<file path="src/rtl/cache_ctrl_if.sv">
// rtl/cache_ctrl_if.sv - request, array and bus-bridge signal bundle for the L1 cache control FSM
interface cache_ctrl_if #(
    parameter int WAYS       = 4,
    parameter int LINE_BEATS = 16
);
    localparam int BW = $clog2(LINE_BEATS);

    // Pipeline request, tag compare results and bus-bridge handshakes into the FSM
    logic            valid;
    logic            op;
    logic            cache_hit;
    logic [WAYS-1:0] hit;
    logic [WAYS-1:0] lru_way;
    logic            victim_dirty;
    logic            r_rdy;
    logic            r_valid;
    logic            w_rdy;
    logic            b_done;

    // Array, buffer and bus-bridge controls from the FSM
    logic            rbuf_we;
    logic            mbuf_we;
    logic            rdata_sel;
    logic            way_sel_en;
    logic            data_valid;
    logic            r_req;
    logic            r_data_ready;
    logic            w_req;
    logic [WAYS-1:0] way_visit;
    logic [WAYS-1:0] mem_we;
    logic [WAYS-1:0] tagv_we;
    logic [WAYS-1:0] dirty_set;
    logic [WAYS-1:0] dirty_clr;
    logic [BW-1:0]   fill_beat;
    logic            stall;

    // Surrounding logic: drives requests and handshakes, consumes controls
    modport master (
        output valid, op, cache_hit, hit, lru_way, victim_dirty,
               r_rdy, r_valid, w_rdy, b_done,
        input  rbuf_we, mbuf_we, rdata_sel, way_sel_en, data_valid,
               r_req, r_data_ready, w_req, way_visit, mem_we, tagv_we,
               dirty_set, dirty_clr, fill_beat, stall
    );

    // Control FSM side
    modport slave (
        input  valid, op, cache_hit, hit, lru_way, victim_dirty,
               r_rdy, r_valid, w_rdy, b_done,
        output rbuf_we, mbuf_we, rdata_sel, way_sel_en, data_valid,
               r_req, r_data_ready, w_req, way_visit, mem_we, tagv_we,
               dirty_set, dirty_clr, fill_beat, stall
    );
endinterface

</file>
<file path="src/rtl/cache_ctrl_fsm.sv">
// rtl/cache_ctrl_fsm.sv - L1 cache main control FSM: lookup, dirty writeback, line refill
module cache_ctrl_fsm #(
    parameter int WAYS       = 4,
    parameter int LINE_BEATS = 16,
    parameter int WB_EN      = 1
) (
    input  logic         clk,
    input  logic         rstn,
    cache_ctrl_if.slave  bus
);
    localparam int   BW       = $clog2(LINE_BEATS);
    localparam logic WB       = (WB_EN != 0);
    localparam logic [BW-1:0] LAST_BEAT = BW'(LINE_BEATS - 1);

    typedef enum logic [2:0] {
        S_IDLE    = 3'd0,
        S_LOOKUP  = 3'd1,
        S_WB_REQ  = 3'd2,
        S_WB_RESP = 3'd3,
        S_REPLACE = 3'd4,
        S_REFILL  = 3'd5
    } state_t;

    state_t        r_state;
    logic [BW-1:0] r_fill_beat;

    // Store and dirty-victim qualifiers collapse to 0 in the read-only (I-cache) build
    logic w_store;
    logic w_wb_victim;
    logic w_last_beat;

    assign w_store     = WB & bus.op;
    assign w_wb_victim = WB & bus.victim_dirty;
    assign w_last_beat = (r_state == S_REFILL) && bus.r_valid && (r_fill_beat == LAST_BEAT);

    // State and refill beat counter; beat counter wraps naturally since LINE_BEATS is a power of 2
    always_ff @(posedge clk) begin
        if (!rstn) begin
            r_state     <= S_IDLE;
            r_fill_beat <= '0;
        end else begin
            case (r_state)
                S_IDLE: begin
                    if (bus.valid) r_state <= S_LOOKUP;
                end
                S_LOOKUP: begin
                    if (bus.cache_hit)
                        r_state <= bus.valid ? S_LOOKUP : S_IDLE;
                    else if (w_wb_victim)
                        r_state <= S_WB_REQ;
                    else
                        r_state <= S_REPLACE;
                end
                S_WB_REQ: begin
                    if (bus.w_rdy) r_state <= S_WB_RESP;
                end
                S_WB_RESP: begin
                    if (bus.b_done) r_state <= S_REPLACE;
                end
                S_REPLACE: begin
                    if (bus.r_rdy) begin
                        r_state     <= S_REFILL;
                        r_fill_beat <= '0;
                    end
                end
                S_REFILL: begin
                    if (bus.r_valid) begin
                        r_fill_beat <= r_fill_beat + BW'(1);
                        if (r_fill_beat == LAST_BEAT)
                            r_state <= bus.valid ? S_LOOKUP : S_IDLE;
                    end
                end
                default: begin
                    r_state     <= S_IDLE;
                    r_fill_beat <= '0;
                end
            endcase
        end
    end

    logic            w_rbuf_we;
    logic            w_mbuf_we;
    logic            w_rdata_sel;
    logic            w_way_sel_en;
    logic            w_data_valid;
    logic            w_r_req;
    logic            w_r_data_ready;
    logic            w_w_req;
    logic            w_stall;
    logic [WAYS-1:0] w_way_visit;
    logic [WAYS-1:0] w_mem_we;
    logic [WAYS-1:0] w_tagv_we;
    logic [WAYS-1:0] w_dirty_set;
    logic [WAYS-1:0] w_dirty_clr;

    // Output decode from state and inputs; while rstn is low only the IDLE decode is driven
    always_comb begin
        w_rbuf_we      = 1'b0;
        w_mbuf_we      = 1'b0;
        w_rdata_sel    = 1'b0;
        w_way_sel_en   = 1'b0;
        w_data_valid   = 1'b0;
        w_r_req        = 1'b0;
        w_r_data_ready = 1'b0;
        w_w_req        = 1'b0;
        w_stall        = 1'b0;
        w_way_visit    = '0;
        w_mem_we       = '0;
        w_tagv_we      = '0;
        w_dirty_set    = '0;
        w_dirty_clr    = '0;
        if (!rstn) begin
            w_rbuf_we = 1'b1;
        end else begin
            case (r_state)
                S_IDLE: begin
                    w_rbuf_we = 1'b1;
                end
                S_LOOKUP: begin
                    w_rdata_sel = 1'b1;
                    if (bus.cache_hit) begin
                        w_way_visit  = bus.hit;
                        w_way_sel_en = 1'b1;
                        w_rbuf_we    = 1'b1;
                        w_data_valid = 1'b1;
                        if (w_store) begin
                            w_mem_we    = bus.hit;
                            w_dirty_set = bus.hit;
                        end
                    end else begin
                        w_mbuf_we = 1'b1;
                        w_stall   = 1'b1;
                    end
                end
                S_WB_REQ: begin
                    w_w_req = WB;
                    w_stall = 1'b1;
                end
                S_WB_RESP: begin
                    w_stall = 1'b1;
                end
                S_REPLACE: begin
                    w_r_req = 1'b1;
                    w_stall = 1'b1;
                end
                S_REFILL: begin
                    w_r_data_ready = 1'b1;
                    w_stall        = 1'b1;
                    if (bus.r_valid)
                        w_mem_we = bus.lru_way;
                    if (w_last_beat) begin
                        w_tagv_we    = bus.lru_way;
                        w_way_visit  = bus.lru_way;
                        w_way_sel_en = 1'b1;
                        w_data_valid = 1'b1;
                        w_rbuf_we    = 1'b1;
                        w_stall      = 1'b0;
                        // The datapath merges a pending store into this last-beat write
                        if (w_store)
                            w_dirty_set = bus.lru_way;
                        else if (WB)
                            w_dirty_clr = bus.lru_way;
                    end
                end
                default: begin
                    w_rbuf_we = 1'b1;
                end
            endcase
        end
    end

    assign bus.rbuf_we      = w_rbuf_we;
    assign bus.mbuf_we      = w_mbuf_we;
    assign bus.rdata_sel    = w_rdata_sel;
    assign bus.way_sel_en   = w_way_sel_en;
    assign bus.data_valid   = w_data_valid;
    assign bus.r_req        = w_r_req;
    assign bus.r_data_ready = w_r_data_ready;
    assign bus.w_req        = w_w_req;
    assign bus.stall        = w_stall;
    assign bus.way_visit    = w_way_visit;
    assign bus.mem_we       = w_mem_we;
    assign bus.tagv_we      = w_tagv_we;
    assign bus.dirty_set    = w_dirty_set;
    assign bus.dirty_clr    = w_dirty_clr;
    assign bus.fill_beat    = rstn ? r_fill_beat : '0;
endmodule

</file>
<file path="src/flat_wrapper.sv">
// flat-port wrapper written by rule: the top's interface ports become plain ports
module cache_ctrl_fsm_flat 
#(
    parameter int WAYS       = 4,
    parameter int LINE_BEATS = 16,
    parameter int WB_EN      = 1
)
  (clk, rstn, bus_valid, bus_op, bus_cache_hit, bus_hit, bus_lru_way, bus_victim_dirty, bus_r_rdy, bus_r_valid, bus_w_rdy, bus_b_done, bus_rbuf_we, bus_mbuf_we, bus_rdata_sel, bus_way_sel_en, bus_data_valid, bus_r_req, bus_r_data_ready, bus_w_req, bus_way_visit, bus_mem_we, bus_tagv_we, bus_dirty_set, bus_dirty_clr, bus_fill_beat, bus_stall);
  cache_ctrl_if #(.WAYS(WAYS), .LINE_BEATS(LINE_BEATS)) bus_i ();
  input  logic clk;
  input  logic rstn;
  input wire logic [$bits(bus_i.valid)-1:0] bus_valid;
  input wire logic [$bits(bus_i.op)-1:0] bus_op;
  input wire logic [$bits(bus_i.cache_hit)-1:0] bus_cache_hit;
  input wire logic [$bits(bus_i.hit)-1:0] bus_hit;
  input wire logic [$bits(bus_i.lru_way)-1:0] bus_lru_way;
  input wire logic [$bits(bus_i.victim_dirty)-1:0] bus_victim_dirty;
  input wire logic [$bits(bus_i.r_rdy)-1:0] bus_r_rdy;
  input wire logic [$bits(bus_i.r_valid)-1:0] bus_r_valid;
  input wire logic [$bits(bus_i.w_rdy)-1:0] bus_w_rdy;
  input wire logic [$bits(bus_i.b_done)-1:0] bus_b_done;
  output wire logic [$bits(bus_i.rbuf_we)-1:0] bus_rbuf_we;
  output wire logic [$bits(bus_i.mbuf_we)-1:0] bus_mbuf_we;
  output wire logic [$bits(bus_i.rdata_sel)-1:0] bus_rdata_sel;
  output wire logic [$bits(bus_i.way_sel_en)-1:0] bus_way_sel_en;
  output wire logic [$bits(bus_i.data_valid)-1:0] bus_data_valid;
  output wire logic [$bits(bus_i.r_req)-1:0] bus_r_req;
  output wire logic [$bits(bus_i.r_data_ready)-1:0] bus_r_data_ready;
  output wire logic [$bits(bus_i.w_req)-1:0] bus_w_req;
  output wire logic [$bits(bus_i.way_visit)-1:0] bus_way_visit;
  output wire logic [$bits(bus_i.mem_we)-1:0] bus_mem_we;
  output wire logic [$bits(bus_i.tagv_we)-1:0] bus_tagv_we;
  output wire logic [$bits(bus_i.dirty_set)-1:0] bus_dirty_set;
  output wire logic [$bits(bus_i.dirty_clr)-1:0] bus_dirty_clr;
  output wire logic [$bits(bus_i.fill_beat)-1:0] bus_fill_beat;
  output wire logic [$bits(bus_i.stall)-1:0] bus_stall;
  assign bus_i.valid = bus_valid;
  assign bus_i.op = bus_op;
  assign bus_i.cache_hit = bus_cache_hit;
  assign bus_i.hit = bus_hit;
  assign bus_i.lru_way = bus_lru_way;
  assign bus_i.victim_dirty = bus_victim_dirty;
  assign bus_i.r_rdy = bus_r_rdy;
  assign bus_i.r_valid = bus_r_valid;
  assign bus_i.w_rdy = bus_w_rdy;
  assign bus_i.b_done = bus_b_done;
  assign bus_rbuf_we = bus_i.rbuf_we;
  assign bus_mbuf_we = bus_i.mbuf_we;
  assign bus_rdata_sel = bus_i.rdata_sel;
  assign bus_way_sel_en = bus_i.way_sel_en;
  assign bus_data_valid = bus_i.data_valid;
  assign bus_r_req = bus_i.r_req;
  assign bus_r_data_ready = bus_i.r_data_ready;
  assign bus_w_req = bus_i.w_req;
  assign bus_way_visit = bus_i.way_visit;
  assign bus_mem_we = bus_i.mem_we;
  assign bus_tagv_we = bus_i.tagv_we;
  assign bus_dirty_set = bus_i.dirty_set;
  assign bus_dirty_clr = bus_i.dirty_clr;
  assign bus_fill_beat = bus_i.fill_beat;
  assign bus_stall = bus_i.stall;
  cache_ctrl_fsm #(.WAYS(WAYS), .LINE_BEATS(LINE_BEATS), .WB_EN(WB_EN)) u_core (.clk(clk), .rstn(rstn), .bus(bus_i));
endmodule
</file>
<file path="config.mk">
export PLATFORM = sky130hd
export DESIGN_NAME = cache_ctrl_fsm_flat
export DESIGN_NICKNAME = d
export VERILOG_FILES = /design/src/rtl/cache_ctrl_if.sv /design/src/rtl/cache_ctrl_fsm.sv /design/src/flat_wrapper.sv
export SDC_FILE = /design/constraint.sdc
export NUM_CORES = 1
export LEC_CHECK = 0
export CAP_MARGIN = 10
export CELL_PAD_IN_SITES_DETAIL_PLACEMENT = 1
export CELL_PAD_IN_SITES_GLOBAL_PLACEMENT = 1
export CORE_MARGIN = 2
export CORE_UTILIZATION = 24
export CTS_BUF_LIST = sky130_fd_sc_hd__clkbuf_8
export CTS_CLUSTER_DIAMETER = 100
export DETAILED_ROUTE_END_ITERATION = 10
export GPL_TIMING_DRIVEN = 0
export PLACE_DENSITY = 0.89
export SLEW_MARGIN = 40
export SYNTH_ARGS = -nofsm -noshare
export SYNTH_HDL_FRONTEND = slang
export SYNTH_SLANG_ARGS = --single-unit
</file>
<file path="constraint.sdc">
create_clock -name clk -period 1.86 [get_ports clk]
set_input_delay 0.372 -clock clk [delete_from_list [all_inputs] [get_ports clk]]
set_output_delay 0.372 -clock clk [all_outputs]
set_load 0.03 [all_outputs]
</file>
# After elaboration in Yosys (flattened, before gate mapping)
# Index checks and enable logic that the tools add are counted.
# word_totals
ramBits	0
mem_bits_ro	0
output_inout_bits	33
latchBits	0
memories	0
elab_cells	76
ff_bits	7
# classes
bitwise_logic	1
div_mod_pow	0
add_sub_neg	1
muxes	53
n_mul	0
n_eq_ne	12
n_reduce_logical	7
n_shift	0
order_cmp	0
# op_table
operator	count
two-way mux 4 bit	19
two-way mux 3 bit	8
case mux 4 bit (2 select lines)	3
two-way mux 1 bit	18
case mux 3 bit (6 select lines)	1
inequality test 2 bit (second input constant)	6
case mux 4 bit (3 select lines)	1
== test 3 x 2 -> 1 bit (second input constant)	2
== test 3 bit (second input constant)	2
case mux 1 bit (3 select lines)	2
AND reduction 6 bit	1
adder 4 x 1 -> 4 bit (second input constant)	1
== test 4 bit (second input constant)	1
OR reduction 4 bit	1
== test 3 x 1 -> 1 bit (second input constant)	1
zero test 3 bit	1
AND reduction 3 bit	1
OR reduction 3 bit	1
logical AND 1 bit	2
case mux 1 bit (2 select lines)	1
NOT 1 bit	1

# Longest topological paths before layout
# Gate-level depths: netlist (run 1).
# logic_depth
ltp_word	6
mapped_depth	6

# Least setup slack after synthesis (run 1)
# Ideal clock, no wire load.
# synth_timing
path_kind	reg-to-output
start	register u_core.r_state[1]
end	output bus_dirty_clr[2]
slack_ns	-0.314
n_path_buf	1
required_time_ns	1.488
stages_incl_launch_ff	6
arrival_ns	1.802
cell_sequence	dfxtp_1 -> and4b_1 -> buf_2 -> and4_4 -> and3_1 -> nor2b_1
# synth_between
elab_chain_cells	6
# synth_rtl
element	line_no	rtl
from (decl)	cache_ctrl_fsm.sv:24	state_t r_state;
from (signal assigned)	cache_ctrl_fsm.sv:48	r_state <= bus.valid ? S_LOOKUP : S_IDLE;
from (signal assigned)	cache_ctrl_fsm.sv:70	r_state <= bus.valid ? S_LOOKUP : S_IDLE;
== test 3 bit (*)	cache_ctrl_fsm.sv:34, cache_ctrl_fsm.sv:115	
logical AND 1 bit (2 in a row)	cache_ctrl_fsm.sv:34	assign w_last_beat = (r_state == S_REFILL) && bus.r_valid && (r_fill_beat == LAST_BEAT);
two-way mux 4 bit	cache_ctrl_fsm.sv:151	if (w_last_beat) begin
two-way mux 4 bit (*)	cache_ctrl_fsm.sv:115	case (r_state)
two-way mux 4 bit (*)	cache_ctrl_fsm.sv:112	if (!rstn) begin
to (decl)	flat_wrapper.sv:34	output wire logic [$bits(bus_i.dirty_clr)-1:0] bus_dirty_clr;
# Mark *: on every way between the ends. The rest lies on a longest branch, timed or not.

# Final worst setup path (run 1)
# layout_timing
start	register u_core.r_fill_beat[0]
end	output bus_way_visit[1]
# layout_between
elab_chain_cells	5
# layout_rtl
element	line_no	rtl
from (decl)	cache_ctrl_fsm.sv:25	logic [BW-1:0] r_fill_beat;
from (signal assigned)	cache_ctrl_fsm.sv:68	r_fill_beat <= r_fill_beat + BW'(1);
== test 4 bit	cache_ctrl_fsm.sv:34	
logical AND 1 bit	cache_ctrl_fsm.sv:34	
two-way mux 4 bit	cache_ctrl_fsm.sv:151	
case mux 4 bit (2 select lines)	cache_ctrl_fsm.sv:115	
two-way mux 4 bit	cache_ctrl_fsm.sv:112	
to (decl)	flat_wrapper.sv:30	output wire logic [$bits(bus_i.way_visit)-1:0] bus_way_visit;
# Every way passes these cells.

==> flow_metrics.tcl, run 1 <==
set metrics [dict create \
    layout-drive-gt1-share 0.459 \
    ys.warnings.count 0 \
    vias_per_cell 5.28 \
    tns_ps -3430 \
    clock_skew_ps 1.55 \
    reg2reg_depth 6 \
    peakVddDrop_mv 0.405 \
    slowest_delay_ps 390 \
    synth_seq_cells 7 \
    ys_top_cells_by_area "dfxtp_1 (18%), nor2_1 (9.2%), a22oi_1 (8.7%)" \
    crit_end "bus_way_visit[1]" \
    syn2layout_area_growth_pct 96.9 \
    synth_area_um2 778 \
    grt_overflow 0 \
    antenna_found_initial 0 \
    cts_sinks 7 \
    period_needed_ps 2090 \
    r2r_start "u_core.r_state[1]$_SDFFE_PN0P_" \
    path_cells "ha_2, and4_4, buf_6, a22oi_2, nor2_1, buf_4" \
    gr-max-usage-layer "met2" \
    drc 0 \
    grt.met1_usage 0.258 \
    ant_nets 0 \
    synth_nets 127 \
    most-common-layout-cells "buf_4 (27), nor2_1 (16), clkdlybuf4s50_1 (13)" \
    rows 20 \
    port_buffers 50 \
    postSynthAreaPerCell_um2 7.21 \
    min_period_over_period 1.13 \
    nets 192 \
    grtUsageMet2 0.418 \
    violations "negative setup slack" \
    dr.first_iter.drc_count 47 \
    dp_cells 202 \
    setup_ws_ps -235 \
    hold_viol_final 0 \
    grt_max_degree 11 \
    ys_async_sr_fraction 0 \
    ys.flop_type "dfxtp_1" \
    cts_hold_buf 0 \
    core_area_mm2 0.00308 \
    maxSlewViolCount 0 \
    die_h_um 60.9 \
    p_leak_nw 0.688 \
    initial_core_util 0.253 \
    slowest_stage "dfxtp_1" \
    required_ps 1490 \
    cts_tree "done" \
    dr_total_vias 1141 \
    clock-root-buffer "clkbuf_8" \
    r2r_setup_slack_ps 100 \
    cp-startpoint "u_core.r_fill_beat[0]$_SDFFE_PN0P_" \
    crit_arrival_ps 1720 \
    whs_ps 544 \
    grt_pass1_vias 1214 \
    diodes 0 \
    synth_edf_count 0 \
    endpoint_kind "primary output" \
    finalNonFillerCells 216 \
    p_per_area_mw_per_mm2 683 \
    wirelength_mm 4.18 \
    clock.fmax_mhz 477 \
    die_width_um 60.9 \
    grt_use_total 0.231 \
    dp.final_hpwl_mm 2.72 \
    ys_types 39 \
    max-cap-violations 0 \
    gp_congestion 0.779 \
    top_level_ports 51 \
    worst_skew_pair.late_latency_ps 230 \
    outcome "finished with violations" \
    worst_pin_slew_ps 601 \
    drt_first_pass_iters 4 \
    rsz0062_at_grt "true" \
    critPathBufInv 2 \
    mostFrequentLayoutCell "buf_4" \
    grt_pass1_wl_mm 6.09 \
    slew_headroom 0.598 \
    worstReg2RegEnd "u_core.r_state[0]$_SDFFE_PN0P_" \
    min_path_type "in2reg" \
    numCtsBuffers 3 \
    final-setup-viol-count 24 \
    netlist_instances 108 \
    htree_levels 1 \
    routedWlPerCell_um 19.4 \
    dieArea_mm2 0.00371 \
    worst-path-stages 6 \
    ys_seq_area_frac 0.180 \
    path_clk_slew_ps 40 \
    cts_buffer_depth 2 \
    synth_top_area_frac 0.180 \
    path_max_fanout 5 \
    startpoint_type "flop" \
    path_class "reg2out" \
    fillers 388 \
    met3_usage 0.0576 \
    critical_path.top_delay_family "simple AND/OR/NAND/NOR gates" \
    synth_top_cell_by_area "dfxtp_1" \
]
==> cells in the mapped netlist (all sizes together) (2+ instances only) <==
| cell | count |
|---|---|
| and2b | 2 |
| a31oi | 2 |
| o31a | 2 |
| mux2i | 2 |
| nand3 | 4 |
| nor3 | 4 |
| and4b | 4 |
| buf | 6 |
| dfxtp | 7 |
| a21oi | 2 |
| inv | 4 |
| clkbuf | 3 |
| a22oi | 9 |
| mux2 | 2 |
| and3 | 6 |
| nor2 | 19 |
| nand2 | 6 |
| o21ai | 2 |
| and2 | 5 |
==> stage by stage <==
| step | area, um^2 | worst slack, ps | utilization | total power [mW] |
|---|---|---|---|---|
| after floorplan | 793 | -125 | - | 0.509 |
| after global placement | 1350 | -1120 | 0.438 | 0.675 |
| after detailed placement | 1350 | -1180 | 0.438 | 0.692 |
| after CTS | 1510 | -235 | 0.491 | 1.01 |
| after global routing | 1530 | -289 | 0.498 | 1.10 |
| final | 1530 | -235 | 0.498 | 1.05 |
==> what timing repair did <==
| item | CTS | global route |
|---|---|---|
| setup endpoints to repair | 33 | 28 |
| setup buffers | 9 | 0 |
| pin swaps | 12 | 12 |
| cloned | 2 | 0 |
| gates resized for setup | 212 | 16 |
==> worst min-delay path, delay by kind of cell <==
kind / cells / cell delay [ps]
AO/OA/AOI/OAI: 2 / 270
buffers and inverters: 1 / 100
==> registers in the layout, summed over array words and instances (netlist names) <==
| name | cells |
|---|---|
| u_core.r_state | 3 |
| u_core.r_fill_beat | 4 |
==> power breakdown <==
part	internal, mW	leakage [nW]	switching, mW
Combinational	0.276	0.603	0.360
Sequential	0.171	0.0583	0.0195
Clock	0.144	0.0269	0.0768
Total	0.591	0.688	0.457
==> logic make-up (layout without fill, tap and decap cells) <==
family	after synthesis	count (layout)	synth area share
simple gates	58	58	0.416
compound gates	25	25	0.249
buf+inv	13	77	0.0836
flops	7	7	0.180
mux	4	4	0.0547
fa+ha+maj	1	1	0.0161
==> cell type report <==
class	count	area, um^2	area share
Clock buffer	3	41.3	0.0269
Buffer	8	77.6	0.0506
Multi-Input combinational cell	88	664	0.433
Timing Repair Buffer	61	529	0.345
Sequential cell	7	146	0.0955
Inverter	4	15.0	0.00980
Tap cell	44	55.1	0.0359
Clock inverter	1	3.75	0.00245
==> per-layer routing <==
metal | up-vias | part of all wire
li1 | 530 | -
met1 | 571 | 0.38
met2 | 32 | 0.57
met3 | 8 | 0.038
met4 | 0 | 0.011
met5 | - | 0
==> how the worst min path moves through the flow <==
stage	depth (start not counted)	endpoint	from
finish	3	u_core.r_state[2]$_SDFFE_PN0P_	bus_r_valid
global route	3	u_core.r_state[2]$_SDFFE_PN0P_	bus_r_valid
CTS	2	u_core.r_fill_beat[3]$_SDFFE_PN0P_	u_core.r_fill_beat[3]$_SDFFE_PN0P_
detailed placement	2	u_core.r_fill_beat[3]$_SDFFE_PN0P_	u_core.r_fill_beat[3]$_SDFFE_PN0P_
global placement	2	u_core.r_fill_beat[3]$_SDFFE_PN0P_	u_core.r_fill_beat[3]$_SDFFE_PN0P_
floorplan	2	u_core.r_fill_beat[3]$_SDFFE_PN0P_	u_core.r_fill_beat[3]$_SDFFE_PN0P_
No activity file was read; power rests on OpenSTA's default activity.
==> run 2, diff against run 1 <==
==> constraint.sdc (replaced) <==
create_clock -name clk -period 2.4 [get_ports clk]
set_input_delay 0.48 -clock clk [delete_from_list [all_inputs] [get_ports clk]]
set_output_delay 0.48 -clock clk [all_outputs]
set_load 0.03 [all_outputs]
==> run 2 against run 1 <==
  * Non-clock buffer count is 7 lower
  * Sequential cell count unchanged
  * Via count is 6.0% lower
  * Sequential share of layout area increased by 1.0 points
  * The flow now finishes without violations
==> flow_metrics.tcl, run 2 (same netlist as run 1, synthesis figures left out) <==
set metrics [dict create \
    cts_sinks 7 \
    largest_reg_flops 4 \
    fin_area_mm2 0.00134 \
    clock-root-buffer "clkbuf_8" \
    grt_max_degree 11 \
    routedWlPerCell_um 16.3 \
    reg.largest.list "u_core.r_fill_beat x4, u_core.r_state x3" \
    worst_pin_slew_ps 404 \
    grt_pass1_vias 1046 \
    layout-drive-gt1-share 0.327 \
    endpoint_kind "primary output" \
    required_ps 1920 \
    cp-startpoint "bus_r_valid" \
    dpl_worst_slack_ps -891 \
    final-setup-viol-count 0 \
    initial_core_util 0.253 \
    p_leak_nw 0.658 \
    clock.fmax_mhz 428 \
    min_path_type "reg2reg" \
    slowest_stage "dlygate4sd2_1" \
    r2r_setup_slack_ps 880 \
    core_area_mm2 0.00308 \
    drc 0 \
    p_per_area_mw_per_mm2 521 \
    reg2reg_depth 5 \
    maxSlewViolCount 0 \
    crit_arrival_ps 1850 \
    grt.met1_usage 0.257 \
    startpoint_type "input pin" \
    wirelength_mm 3.41 \
    numCtsBuffers 3 \
    finalNonFillerCells 209 \
    grtUsageMet2 0.284 \
    port_buffers 50 \
    cts_buffer_depth 2 \
    fillers 404 \
    gr-max-usage-layer "met2" \
    r2r_start "u_core.r_fill_beat[0]$_SDFFE_PN0P_" \
    min_period_over_period 0.972 \
    dieArea_mm2 0.00371 \
    peakVddDrop_mv 0.264 \
    outcome "finished clean" \
    slowest_delay_ps 250 \
    regMostFlops "u_core.r_fill_beat" \
    final_core_util 0.435 \
    syn2layout_area_growth_pct 72.2 \
    rows 20 \
    period_needed_ps 2330 \
    dp.final_hpwl_mm 2.59 \
    dr_total_vias 1073 \
    mostFrequentLayoutCell "buf_2" \
    dr.first_iter.drc_count 44 \
    grt_overflow 0 \
    whs_ps 542 \
    htree_levels 1 \
    top_level_ports 51 \
    tns_ps 0 \
    most-common-layout-cells "buf_2 (22), nor2_1 (16), clkdlybuf4s50_1 (14)" \
    whs_path_depth 2 \
    p_total_mw 0.699 \
    path_clk_slew_ps 40 \
    slew_headroom 0.730 \
    cts_tree "done" \
    rsz0062_at_grt "false" \
    nets 185 \
    ant_nets 0 \
    gp_congestion 0.842 \
    vias_per_cell 5.13 \
    clock_skew_ps 3.07 \
    met3_usage 0.0341 \
    antenna_found_initial 0 \
    placed_cell_area_mm2 0.00133 \
    die_h_um 60.9 \
    min_to "u_core.r_fill_beat[3]$_SDFFE_PN0P_" \
    path_max_fanout 5 \
    die_width_um 60.9 \
    grt_use_total 0.185 \
    max-cap-violations 0 \
    setup_ws_ps 66.2 \
    path_common_cell "buf_6" \
    hold_viol_final 0 \
    grt_pass1_wl_mm 5.05 \
    diodes 0 \
    dp_cells 202 \
    path_class "in2out" \
    drt_first_pass_iters 4 \
    worst_skew_pair.late_latency_ps 230 \
    hold_start "u_core.r_fill_beat[3]$_SDFFE_PN0P_" \
    path_cells "dlygate4sd2_1, and4b_1, buf_6, and4_4, buf_6, a22oi_2, nor2_2, buf_4" \
    worstReg2RegEnd "u_core.r_state[0]$_SDFFE_PN0P_" \
]
run 2: report_power, final:
group          switching (mW)  internal [mW]
clock network          0.0542          0.111
logic                   0.224          0.162
registers              0.0166          0.130
run 2: what timing repair did:
item                                    CTS  global route
cloned                                    1             0
resized for setup                       147            12
hold buffers                              0             0
buffers inserted                          2             0
endpoints found under the setup margin   33            17
pin swaps                                 2             0
run 2: worst max-delay path by stage:
| stage | endpoint | slack [ps] | cells after the start |
|---|---|---|---|
| after floorplan | bus_dirty_clr[2] | 40 | 5 |
| after global placement | bus_way_sel_en | -820 | 7 |
| after detailed placement | bus_way_sel_en | -890 | 7 |
| after CTS | bus_stall | -6 | 6 |
| after global routing | bus_dirty_clr[1] | 20 | 7 |
| final | bus_dirty_set[0] | 70 | 8 |
run 2: final cells by class:
class / count / area [um^2] / share of cell area
buffer: 9 / 81.3 / 0.0607
inverter: 4 / 15.0 / 0.0112
sequential: 7 / 141 / 0.106
multi-input combinational: 88 / 601 / 0.448
tap: 44 / 55.1 / 0.0411
timing repair buffer: 53 / 402 / 0.300
clock inverter: 1 / 3.75 / 0.00280
clock buffer: 3 / 41.3 / 0.0308
run 2: worst max-delay path, delay by kind of cell:
family	cells	cell delay (ps)
compound gates	1	210
buf+inv	4	670
simple gates	3	470
run 2: routing by layer:
metal | wire length [um] | share of wire | up-vias
met5 | 0 | 0 | -
met4 | 38 | 0.011 | 0
met3 | 99 | 0.029 | 4
met2 | 1790 | 0.52 | 20
met1 | 1480 | 0.43 | 537
li1 | - | - | 512
==> RTL change, RTL diff (settings of run 1) <==
`WB_EN` is set to 1 in 2 places; all go to 0.
--- a/src/rtl/cache_ctrl_fsm.sv
+++ b/src/rtl/cache_ctrl_fsm.sv
@@ -3,5 +3,5 @@
     parameter int WAYS       = 4,
     parameter int LINE_BEATS = 16,
-    parameter int WB_EN      = 1
+    parameter int WB_EN      = 0
 ) (
     input  logic         clk,
--- a/src/flat_wrapper.sv
+++ b/src/flat_wrapper.sv
@@ -4,5 +4,5 @@
     parameter int WAYS       = 4,
     parameter int LINE_BEATS = 16,
-    parameter int WB_EN      = 1
+    parameter int WB_EN      = 0
 )
   (clk, rstn, bus_valid, bus_op, bus_cache_hit, bus_hit, bus_lru_way, bus_victim_dirty, bus_r_rdy, bus_r_valid, bus_w_rdy, bus_b_done, bus_rbuf_we, bus_mbuf_we, bus_rdata_sel, bus_way_sel_en, bus_data_valid, bus_r_req, bus_r_data_ready, bus_w_req, bus_way_visit, bus_mem_we, bus_tagv_we, bus_dirty_set, bus_dirty_clr, bus_fill_beat, bus_stall);
Check against the original RTL: not equivalent (a bounded check fails within 4 cycles, from zero or initial values and one cycle with rstn low).
==> RTL change against run 1 <==
Largest cell class is now buffers. Critical path type unchanged. The run ends with design-rule violations, negative setup slack left. Synthesized cell count down 13%. Sequential cell count unchanged. Register-to-register slack better by 0.19 ns. Setup slack better by 0.16 ns. Final area down 4.6%. Routed wire length down 23%. Worst hold slack better by 0.040 ns. Synthesized area down 7.2%.
Power is not compared: it rests on default switching activity, and its combinational part moved more than twofold at a synthesized area within 25%.
==> RTL change: results (changes against run 1) <==
Detailed routing
  – Pre-Repair DR Iteration Count: 7 (+3)
  – # DRC: 5 (+5)
  – Post-DR vias/cell: 4.85 (-8.2%)
  – WL per Instance: 17.1 um (-12%)
  – Vias: 917 (-20%)
  – Initial DRC count: 24 (-49%)

Clock network
  – Worst-Skew Late Latency: 0.23 ns (about the same)
  – Root Driver: clkbuf_8
  – CTS Buf Count: 3 (unchanged)

Placed design
  – GP Congestion: 0.803 (+3.0%)
  – Placed cells: 172 (-15%)
  – Post-DP HPWL: 2130 um (-22%)
  – Port bufs: 39 (-22%)
  – Setup WS pre-CTS: -0.854 ns (+0.327 ns)

STA
  – Setup_tns: -0.254 ns (+3.17 ns)
  – Post-route setup slack: -0.0737 ns (+0.161 ns)
  – Setup violators final: 10 (-58%)
  – Worst Clk Skew: 0.00458 ns (+0.00303 ns)

Global route
  – Largest net degree at the start of global routing: 11 (unchanged)
  – Vias in the first global route: 956 (-21%)
  – First-pass GRT wire length: 4690 um (-23%)
  – Gr usage total: 18.3% (-4.9 points)

Synthesis
  – Synth cell count leaders: 12 x and3_1, 11 x nor2_1, 10 x buf_4
  – Seq/Total Area, Yosys: 19.4% (+1.4 points)
  – Gate Count Post-Synth: 94 (-13%)
  – Largest cells by area after synthesis: dfxtp_1 19%, and3_1 10%, buf_4 10%
  – Cell variety after synth: 38 (-2.6%)

Setup path
  – Crit-path slowest cell: dfxtp_4
  – Worst EP arrival: 1.56 ns (-0.16 ns)
  – CP max stage delay: 0.37 ns (-0.02 ns)
  – CP delay by family, top: simple AND/OR/NAND/NOR gates

Run status
  – Outcome: complete, but fails checks
  – Failing checks: design-rule violations, negative setup slack

Layout
  – Biggest regs: u_core.r_fill_beat: 4 flops, u_core.r_state: 3 flops
  – Final nets: 178 (-7.3%)
  – Layout cells sized above 1: 51.9% (+6.0 points)

Hold path
  – Min-delay worst type: flip-flop to flip-flop
## RTL change: cell types whose count changed after synthesis, moves of 3 or more
cell     delta
nor2_1      -8
a22oi_1     -5
buf_2       -3
and4b_1     -4
and3_1      +6
buf_4       +9
nor3_1      -3
## RTL change: area by class of cell
cell class              count  area (um2)
repair buffers             53         520
fillers                   346        1340
clock inverters             1        3.75
plain buffers              13        95.1
flip-flops and latches      7         154
multi-input cells          78         598
well taps                  31        38.8
inverters                   3        11.3
clock buffers               3        41.3
## RTL change: worst paths after layout
check                                      startpoint                    end  slack (ns)  cells after the start
worst min-delay path            u_core.r_fill_beat[2]  u_core.r_fill_beat[2]        0.58                      2
worst max-delay path                u_core.r_state[0]       bus_way_visit[3]       -0.07                      6
worst max register to register  u_core.r_fill_beat[0]      u_core.r_state[0]        0.29                      7
worst min register to register  u_core.r_fill_beat[2]  u_core.r_fill_beat[2]        0.58                      2
## RTL change: worst register-to-register path, delay by kind of cell (launching register included)
family / cells / cell delay [ns]
AOI/OAI and AO/OA: 1 / 0.26
adders and majority gates: 1 / 0.15
buffers and inverters: 2 / 0.27
DFF: 1 / 0.36
muxes: 1 / 0.21
and+or+nand+nor: 2 / 0.26
## RTL change: repair_timing
action / CTS / global route
hold buffers: 0 / 0
setup endpoints to repair: 24 / 19
gates resized for setup: 143 / 9
pin swaps: 7 / 7
buffers inserted: 8 / 6
## RTL change: per-stage QoR
step / power [mW] / instance area (um2) / hold WS, ns
floorplan: 0.290 / 769 / 0.476
finish: 0.614 / 1460 / 0.585
global placement: 0.359 / 1200 / 0.490
CTS: 0.607 / 1400 / 0.557
global route: 0.651 / 1460 / 0.630
detailed placement: 0.364 / 1200 / 0.521
## RTL change: cell families after synthesis
kind of cell / count (synthesis) / share of synthesized area [%]
flip-flops: 7 / 19.4
AO/OA/AOI/OAI: 18 / 19.1
other: 1 / 0.519
AND/OR/NAND/NOR: 47 / 39.7
adder cells (fa/ha/maj): 1 / 1.73
buffers and inverters: 17 / 15.3
multiplexers: 3 / 4.33
## RTL change: power by group
| group | switching (mW) | internal, mW |
|---|---|---|
| Sequential | 0.00767 | 0.153 |
| Combinational | 0.128 | 0.108 |
| Clock | 0.0735 | 0.143 |
| Total | 0.209 | 0.405 |
## RTL change: layer usage
| layer | share of wire, % | track usage (%) | up-vias | wire (um) |
|---|---|---|---|---|
| met5 | 0 | 0 | - | 0 |
| met4 | 1.8 | 5.19 | 0 | 59 |
| met3 | 6.9 | 6.37 | 4 | 224 |
| met2 | 53 | 33.5 | 42 | 1710 |
| met1 | 38 | 19.6 | 423 | 1240 |
| li1 | - | - | 448 | - |
